<file path="config.mk">
export PLATFORM = sky130hd
export DESIGN_NAME = match_sequencer
export DESIGN_NICKNAME = d
export VERILOG_FILES = /design/src/rtl/match_sequencer.sv
export SDC_FILE = /design/constraint.sdc
export NUM_CORES = 1
export LEC_CHECK = 0
export ABC_AREA = 1
export CAP_MARGIN = 20
export CORE_MARGIN = 4
export CORE_UTILIZATION = 40
export DETAILED_ROUTE_END_ITERATION = 10
export HOLD_SLACK_MARGIN = 0.1
export SYNTH_ARGS = -nofsm -noshare
export SYNTH_HDL_FRONTEND = slang
export SYNTH_SLANG_ARGS = --single-unit
</file>
<file path="constraint.sdc">
create_clock -name clk -period 2.04 [get_ports clk]
set_clock_uncertainty 0.1 [all_clocks]
set_input_delay 0.408 -clock clk [delete_from_list [all_inputs] [get_ports clk]]
set_output_delay 0.408 -clock clk [all_outputs]
set_load 0.03 [all_outputs]
</file>
<file path="src/rtl/match_sequencer.sv">
// match_sequencer
// ---------------------------------------------------------------------------
// Game-flow controller for the two-player pong design. Runs in the pclk
// domain beside top_ctl. It sequences the ball datapath (hold/reset, motion
// enable, serve direction) through the idle, serve, rally, point and
// game-over phases. It also keeps both players' scores and decides the winner.
// Every delay is counted in frames; a frame tick is a rising edge of vsync_in.
//
// Optional build macro: AUTO_SERVE_EN
//   defined   - SERVE_WAIT moves to PLAY by itself once the serve delay has
//               elapsed, and serve inputs are ignored (attract/demo mode,
//               single-board test).
//   undefined - the serving player must press serve after the delay.
//
// Parameters:
//   WIN_SCORE    score that ends the match (1..15)
//   SERVE_DELAY  frames in SERVE_WAIT before a serve is accepted (1..255)
//   POINT_FRAMES frames the ball stays frozen after a point (1..255)
//
// Ports:
//   clk          pixel clock
//   rst          synchronous, active-high reset
//   vsync_in     vsync from vga_timing; its rising edge is the frame tick
//   button       start/abort push button (level)
//   serve_left   left player serve (level)
//   serve_right  right player serve (level)
//   miss_left    1-clk pulse: ball passed the left paddle
//   miss_right   1-clk pulse: ball passed the right paddle
//   ball_rst     hold the ball at centre
//   ball_en      ball motion enable
//   serve_dir    0 = left serves (ball travels right), 1 = right serves
//   score_left   left player score
//   score_right  right player score
//   game_over    match finished
//   winner       0 = left, 1 = right; valid while game_over is high
//   state        IDLE=0, SERVE_WAIT=1, PLAY=2, POINT=3, GAME_OVER=4
// ---------------------------------------------------------------------------
module match_sequencer #(
    parameter int WIN_SCORE    = 9,
    parameter int SERVE_DELAY  = 60,
    parameter int POINT_FRAMES = 45
) (
    input  logic       clk,
    input  logic       rst,
    input  logic       vsync_in,
    input  logic       button,
    input  logic       serve_left,
    input  logic       serve_right,
    input  logic       miss_left,
    input  logic       miss_right,
    output logic       ball_rst,
    output logic       ball_en,
    output logic       serve_dir,
    output logic [3:0] score_left,
    output logic [3:0] score_right,
    output logic       game_over,
    output logic       winner,
    output logic [2:0] state
);

    typedef enum logic [2:0] {
        S_IDLE       = 3'd0,
        S_SERVE_WAIT = 3'd1,
        S_PLAY       = 3'd2,
        S_POINT      = 3'd3,
        S_GAME_OVER  = 3'd4
    } state_t;

    localparam logic [3:0] WIN_C          = 4'(WIN_SCORE);
    localparam logic [7:0] SERVE_DELAY_C  = 8'(SERVE_DELAY);
    localparam logic [7:0] POINT_FRAMES_C = 8'(POINT_FRAMES);

    // Score increment that sticks at 15 instead of wrapping.
    function automatic logic [3:0] sat_inc4(input logic [3:0] v);
        return (v == 4'd15) ? v : v + 4'd1;
    endfunction

    state_t     state_q, state_d;
    logic [7:0] frame_cnt, frame_cnt_d;
    logic [3:0] score_left_d, score_right_d;
    logic       serve_dir_d, winner_d;
    logic       ball_rst_d, ball_en_d, game_over_d;

    // History registers reset to 1 so a level already high when reset is
    // released does not count as an edge.
    logic button_prev, serve_left_prev, serve_right_prev, vsync_prev;
    logic button_edge, serve_left_edge, serve_right_edge, frame_tick;
    logic serve_edge_sel;

    assign button_edge      = button & ~button_prev;
    assign serve_left_edge  = serve_left & ~serve_left_prev;
    assign serve_right_edge = serve_right & ~serve_right_prev;
    assign frame_tick       = vsync_in & ~vsync_prev;
    assign serve_edge_sel   = serve_dir ? serve_right_edge : serve_left_edge;

    assign state = state_q;

    always_ff @(posedge clk) begin
        if (rst) begin
            button_prev      <= 1'b1;
            serve_left_prev  <= 1'b1;
            serve_right_prev <= 1'b1;
            vsync_prev       <= 1'b1;
        end else begin
            button_prev      <= button;
            serve_left_prev  <= serve_left;
            serve_right_prev <= serve_right;
            vsync_prev       <= vsync_in;
        end
    end

    always_ff @(posedge clk) begin
        if (rst) begin
            state_q     <= S_IDLE;
            frame_cnt   <= 8'd0;
            score_left  <= 4'd0;
            score_right <= 4'd0;
            serve_dir   <= 1'b0;
            winner      <= 1'b0;
            ball_rst    <= 1'b1;
            ball_en     <= 1'b0;
            game_over   <= 1'b0;
        end else begin
            state_q     <= state_d;
            frame_cnt   <= frame_cnt_d;
            score_left  <= score_left_d;
            score_right <= score_right_d;
            serve_dir   <= serve_dir_d;
            winner      <= winner_d;
            ball_rst    <= ball_rst_d;
            ball_en     <= ball_en_d;
            game_over   <= game_over_d;
        end
    end

    always_comb begin
        state_d       = state_q;
        frame_cnt_d   = frame_cnt;
        score_left_d  = score_left;
        score_right_d = score_right;
        serve_dir_d   = serve_dir;
        winner_d      = winner;

        case (state_q)
            S_IDLE: begin
                if (button_edge) begin
                    score_left_d  = 4'd0;
                    score_right_d = 4'd0;
                    serve_dir_d   = 1'b0;
                    frame_cnt_d   = 8'd0;
                    state_d       = S_SERVE_WAIT;
                end
            end

            S_SERVE_WAIT: begin
                if (button_edge) begin
                    state_d = S_IDLE;
                end else begin
                    if (frame_tick && (frame_cnt != SERVE_DELAY_C))
                        frame_cnt_d = frame_cnt + 8'd1;
`ifdef AUTO_SERVE_EN
                    if (frame_cnt == SERVE_DELAY_C)
                        state_d = S_PLAY;
`else
                    // Serve edges from the non-serving player, or before
                    // the delay has elapsed, fall through unused.
                    if ((frame_cnt == SERVE_DELAY_C) && serve_edge_sel)
                        state_d = S_PLAY;
`endif
                end
            end

            S_PLAY: begin
                // Abort outranks any miss arriving in the same cycle.
                if (button_edge) begin
                    state_d = S_IDLE;
                end else if (miss_left && miss_right) begin
                    // Both paddles missed at once: replay the point.
                    frame_cnt_d = 8'd0;
                    state_d     = S_POINT;
                end else if (miss_left) begin
                    score_right_d = sat_inc4(score_right);
                    serve_dir_d   = 1'b0;
                    frame_cnt_d   = 8'd0;
                    state_d       = S_POINT;
                end else if (miss_right) begin
                    score_left_d = sat_inc4(score_left);
                    serve_dir_d  = 1'b1;
                    frame_cnt_d  = 8'd0;
                    state_d      = S_POINT;
                end
            end

            S_POINT: begin
                if (button_edge) begin
                    state_d = S_IDLE;
                end else if (frame_cnt == POINT_FRAMES_C) begin
                    // Points are single increments, so at most one score
                    // can equal WIN_SCORE here.
                    if ((score_left == WIN_C) || (score_right == WIN_C)) begin
                        winner_d = (score_right == WIN_C);
                        state_d  = S_GAME_OVER;
                    end else begin
                        frame_cnt_d = 8'd0;
                        state_d     = S_SERVE_WAIT;
                    end
                end else if (frame_tick) begin
                    frame_cnt_d = frame_cnt + 8'd1;
                end
            end

            S_GAME_OVER: begin
                if (button_edge) begin
                    score_left_d  = 4'd0;
                    score_right_d = 4'd0;
                    serve_dir_d   = 1'b0;
                    frame_cnt_d   = 8'd0;
                    state_d       = S_SERVE_WAIT;
                end
            end

            default: begin
                state_d = S_IDLE;
            end
        endcase

        // Outputs are decoded from the next state and registered, so they
        // move on the same clk edge as the state register.
        ball_rst_d  = (state_d == S_IDLE) || (state_d == S_SERVE_WAIT) ||
                      (state_d == S_GAME_OVER);
        ball_en_d   = (state_d == S_PLAY);
        game_over_d = (state_d == S_GAME_OVER);
    end

endmodule

</file>
# Yosys cells after proc, flatten, opt, wreduce, memory -nomap -nowiden

Cells that the tools add are included.

Bits in registers: 28
Output and inout bits: 16
Logic and storage cells: 112
Input bits: 8

Muxes and demuxes: 42
Add/subtract/negate cells: 3
Reduce and logical (&&, ||, !) cells: 16
Bitwise operators: 9
Eq/ne operators: 29

Operators with widths:

| operator                                            | number |
|---|---|
| two-way mux 8 bit                                   | 11 |
| two-way mux 4 bit                                   | 10 |
| one-hot mux 8 bit (4 select lines)                  | 1 |
| two-way mux 3 bit                                   | 10 |
| != test 2 bit, second input constant                | 10 |
| equality test 4 bit, second input constant          | 4 |
| equality test 8 x 6 -> 1 bit, second input constant | 2 |
| one-hot mux 4 bit (2 select lines)                  | 2 |
| one-hot mux 3 bit (4 select lines)                  | 1 |
| equality test 3 x 2 -> 1 bit, second input constant | 3 |
| != test 3 bit, second input constant                | 3 |
| AND reduction 9 bit                                 | 1 |
| adder 4 x 1 -> 4 bit, second input constant         | 2 |
| adder 8 x 1 -> 8 bit, second input constant         | 1 |
| != test 8 x 6 -> 1 bit, second input constant       | 1 |
| AND reduction 7 bit                                 | 1 |
| equality test 3 x 1 -> 1 bit, second input constant | 2 |
| equality test 3 bit, second input constant          | 2 |
| logical NOT 3 bit                                   | 2 |
| two-way mux 1 bit                                   | 6 |
| AND reduction 6 bit                                 | 1 |
| NOT 1 bit                                           | 5 |
| AND reduction 5 bit                                 | 1 |
| bitwise AND 1 bit                                   | 4 |
| 9 further kinds                                     | 13 |

# Logic depth before layout (Yosys ltp)

Gate-level depths: netlist of run 1.

Depth in word-level cells: 10
Depth in mapped cells: 13

# Worst setup path before layout of run 1

Ideal clock, no wire load.

Path type: flip-flop to flip-flop
From: register score_right[1]
To: register frame_cnt[2]
Buffers on the path: 0
Setup slack: 0.342 ns
Period minus slack after synthesis: 1.698 ns
Setup time: 0.132 ns
Stages on the path, launching flop included: 11
Data arrival time: 1.466 ns
Cells stage by stage: dfxtp_1 inv_1 ha_1 nand3_1 nand2_1 nand3_2 nand2_4 nor2_8 nand2_4 nand2_1 a21oi_1

Cells in the longest elaborated chain, start to end: 4

RTL lines:

| element                       | line | source |
|---|---|---|
| start, declared               | 55   | `output logic [3:0] score_right,` |
| start signal, assigned        | 127  | `score_right <= score_right_d;` |
| equality test 4 bit           | 200  | `if ((score_left == WIN_C) \|\| (score_right == WIN_C)) begin` |
| logical OR 1 bit              | 200  |  |
| != test 3 bit (no line)       | -    |  |
| AND reduction 9 bit (no line) | -    |  |
| end signal, assigned          | 125  | `frame_cnt <= frame_cnt_d;` |
| end, declared                 | 79   | `logic [7:0] frame_cnt, frame_cnt_d;` |

No other way between the ends.
A chain may end at the register's enable or synchronous reset.

# Worst setup path in the final report of run 1

From: register state_q[2] (netlist: state[2])
To: output port state[2]

RTL lines:

| element                | line | source |
|---|---|---|
| start, declared        | 78   | `state_t state_q, state_d;` |
| start signal, assigned | 124  | `state_q <= state_d;` |
| end, declared          | 58   | `output logic [2:0] state` |

No word-level cell between the ends.

==> metrics.txt, run 1 <==
clock tree buffer depth 2; worst-path cell chain clkdlybuf4s50_1; final core utilization 53.8%; diode count 0; EDFF count, synth 0; Min Hold Slack 0.376 ns; DIE HEIGHT 74.3 um; Area Overhead vs Synth 25.8%; minimum clock period 1.96 ns; Iter 0 DRT Violations 112; fillers 423; hold path start winner; YS warnings 0; Site Rows 23; Max Cap Viol 0; area of the multi-input gates 1060 um^2; unrepaired setup endpoints after global routing no; Clock Latency Late Sink 0.27 ns; PortBufs 23; largest net degree at the start of global routing 17; LEAKAGE 0.972 nW; Clock Tree Root clkbuf_8; Startpoint Class flop; Antenna Nets Post-Route 0; vias per cell 4.98; CP Max Fanout 6; Detail Placement HPWL 3250 um; DRC viols 0; sw frac 22.4%; WP buf/inv 1; die area 5520 um^2; Synth Register Bits 28; Power Total 0.00113 W; Initial Utilization 42.7%; status complete, no violations; Worst Setup Path Type flop to output port; Finish-stage setup viols 0; post-placement cell count 347; Largest stage delay, worst path 0.72 ns; drt total wl 4080 um; hold depth 1; CTS tree yes; CP arrival 1.46 ns; syn_area_per_cell 6.66 um^2; reg2reg end frame_cnt[6]; TritonCTS buffer count 3; f_max 0.509 GHz; Final Slew Violations 0; Core ar. 4120 um^2; Relative slew margins 78.6%; Synth Cell Area 1760 um^2; Yosys cell types 30; Period Utilization, post-route 96.2%; R2R cell count 10; endpoints failing hold 0; Post-CTS Setup Repair Bufs 0; internal power 0.000878 W; FF-to-FF setup slack 0.22 ns; Clk pwr share 38.2%; ranking of synthesized cells by area dfxtp_1 (32%), nand2_1 (14%), nand3_1 (9.4%); share of cells above drive strength 1 14.0%; DR vias 1748; Required @ worst endpoint 1.53 ns; number of I/O pins 24; Total GRT Usage 16.2%; slowest CP cell clkdlybuf4s50_1; 1st-pass router iterations 4; Worst VDD drop 260 uV; RD Place Congestion 0.834; power per cell area 511 nW/um^2; count leader, synth nand2_1; clock sinks 28; Chip Width 74.3 um; H-tree levels 1; Synth Instances 264; sequential share of power 50.2%; combinational share of power 11.6%; per-cell routed wire length 11.6 um; min-delay worst type flop to flop; total grt overflow 0; register area 561 um^2; Synth top area share 31.9%; Post-Syn Nets 279; cell taking the most area after synthesis dfxtp_1; ys async rst share 0%; clock transition at the registers of the reported paths 0.10 ns; post-synthesis sequential area ratio 31.9%; nets 317; vias in the first global route 1598; Slew @ Worst Pin 0.321 ns; Worst Hold Path EP winner; Switch Pwr 0.000253 W; first-pass GRT wire length 7190 um; setup TNS 0 ns; Post-synth top cells nand2_1 (67), nand3_1 (33), inv_1 (31), dfxtp_1 (28), nor2_1 (28); family with the most delay on the worst path buffers and inverters; Primary FF master, synth dfxtp_1; Worst R2R Start frame_cnt[0]; Non-Filler Instances 351; initial antenna violation count 0; crit path capture type output port
==> flip-flops by register name (all words and copies together) (netlist names) <==
name,count
game_over,1
serve_right_prev,1
serve_left_prev,1
frame_cnt,8
winner,1
ball_rst,1
score_left,4
state,3
ball_en,1
score_right,4
button_prev,1
serve_dir,1
vsync_prev,1
==> area by class of cell <==
class	instances	share of cell area (%)
multi-input cells	200	47.7
clock buffers	3	1.87
flip-flops and latches	28	25.3
well taps	50	2.83
inverters	34	5.77
clock inverters	1	1.36
repair buffers	35	15.1
==> repair_timing <==
| item | 4_1_cts | 5_1_grt |
|---|---|---|
| hold buffers | 0 | 0 |
| endpoints found under the setup margin | 0 | 1 |
| resized for setup | 0 | 1 |
==> per-stage QoR <==
stage               setup slack (ns)  area, um^2
floorplan                      0.342        1760
global placement             -0.0815        2140
detailed placement           -0.0811        2140
CTS                           0.0330        2210
global route                 0.00499        2210
finish                        0.0768        2210
==> power by group through the flow <==
stage / combinational, W / clock, W / sequential [W]
floorplan: 0.0000631 / 0 / 0.000588
global placement: 0.000131 / 0 / 0.000580
detailed placement: 0.000131 / 0 / 0.000580
finish: 0.000131 / 0.000433 / 0.000568
CTS: 0.000132 / 0.000452 / 0.000568
global route: 0.000147 / 0.000470 / 0.000570
==> metal layers <==
| layer | vias to the layer above | GRT usage, % | routed length (um) |
|---|---|---|---|
| li1 | 925 | - | - |
| met1 | 793 | 21.9 | 1940 |
| met2 | 28 | 28.0 | 2000 |
| met3 | 2 | 2.30 | 123 |
| met4 | 0 | 2.37 | 20 |
| met5 | - | 0 | 0 |
==> how the worst max path moves through the flow <==
| stage | end | slack (ns) | startpoint | cells after the start |
|---|---|---|---|---|
| 6_report | state[2] | 0.08 | state[2] | 1 |
| 4_1_cts | state[0] | 0.03 | state[0] | 1 |
| 3_5_place_dp | score_left[1] | -0.08 | button | 9 |
| 2_1_floorplan | frame_cnt[2] | 0.34 | score_right[1] | 10 |
| 3_3_place_gp | score_left[1] | -0.08 | button | 9 |
| 5_1_grt | state[2] | 0.005 | state[2] | 1 |
==> cell usage in the layout, fill, tap and decap left out, types with 5 or more instances in the layout <==
cell type        count
nor2_2               6
nor2_1              28
nand3_1             33
a21oi_1             15
clkdlybuf4s50_1     22
nand2_2              5
dfxtp_1             28
nand4_1              5
inv_1               31
o21ai_0              9
nand2_1             67
ha_1                 7
buf_4               11
==> cell families (layout without fill, tap and decap cells) <==
| kind of cell | after synthesis | in the layout | share of synthesized area [%] |
|---|---|---|---|
| AND/OR/NAND/NOR | 160 | 160 | 44.0 |
| adder cells (fa/ha/maj) | 7 | 7 | 4.98 |
| flip-flops | 28 | 28 | 31.9 |
| XOR/XNOR | 1 | 1 | 0.498 |
| buffers and inverters | 36 | 73 | 8.11 |
| AO/OA/AOI/OAI | 32 | 32 | 10.6 |
Power figures use the tool's default switching activity.
==> run 2, diff against run 1 <==
HOLD_SLACK_MARGIN = 0.02   (was 0.1)
==> results of run 2 <==
Final layout, timing and power as in run 1 (identical DEF).
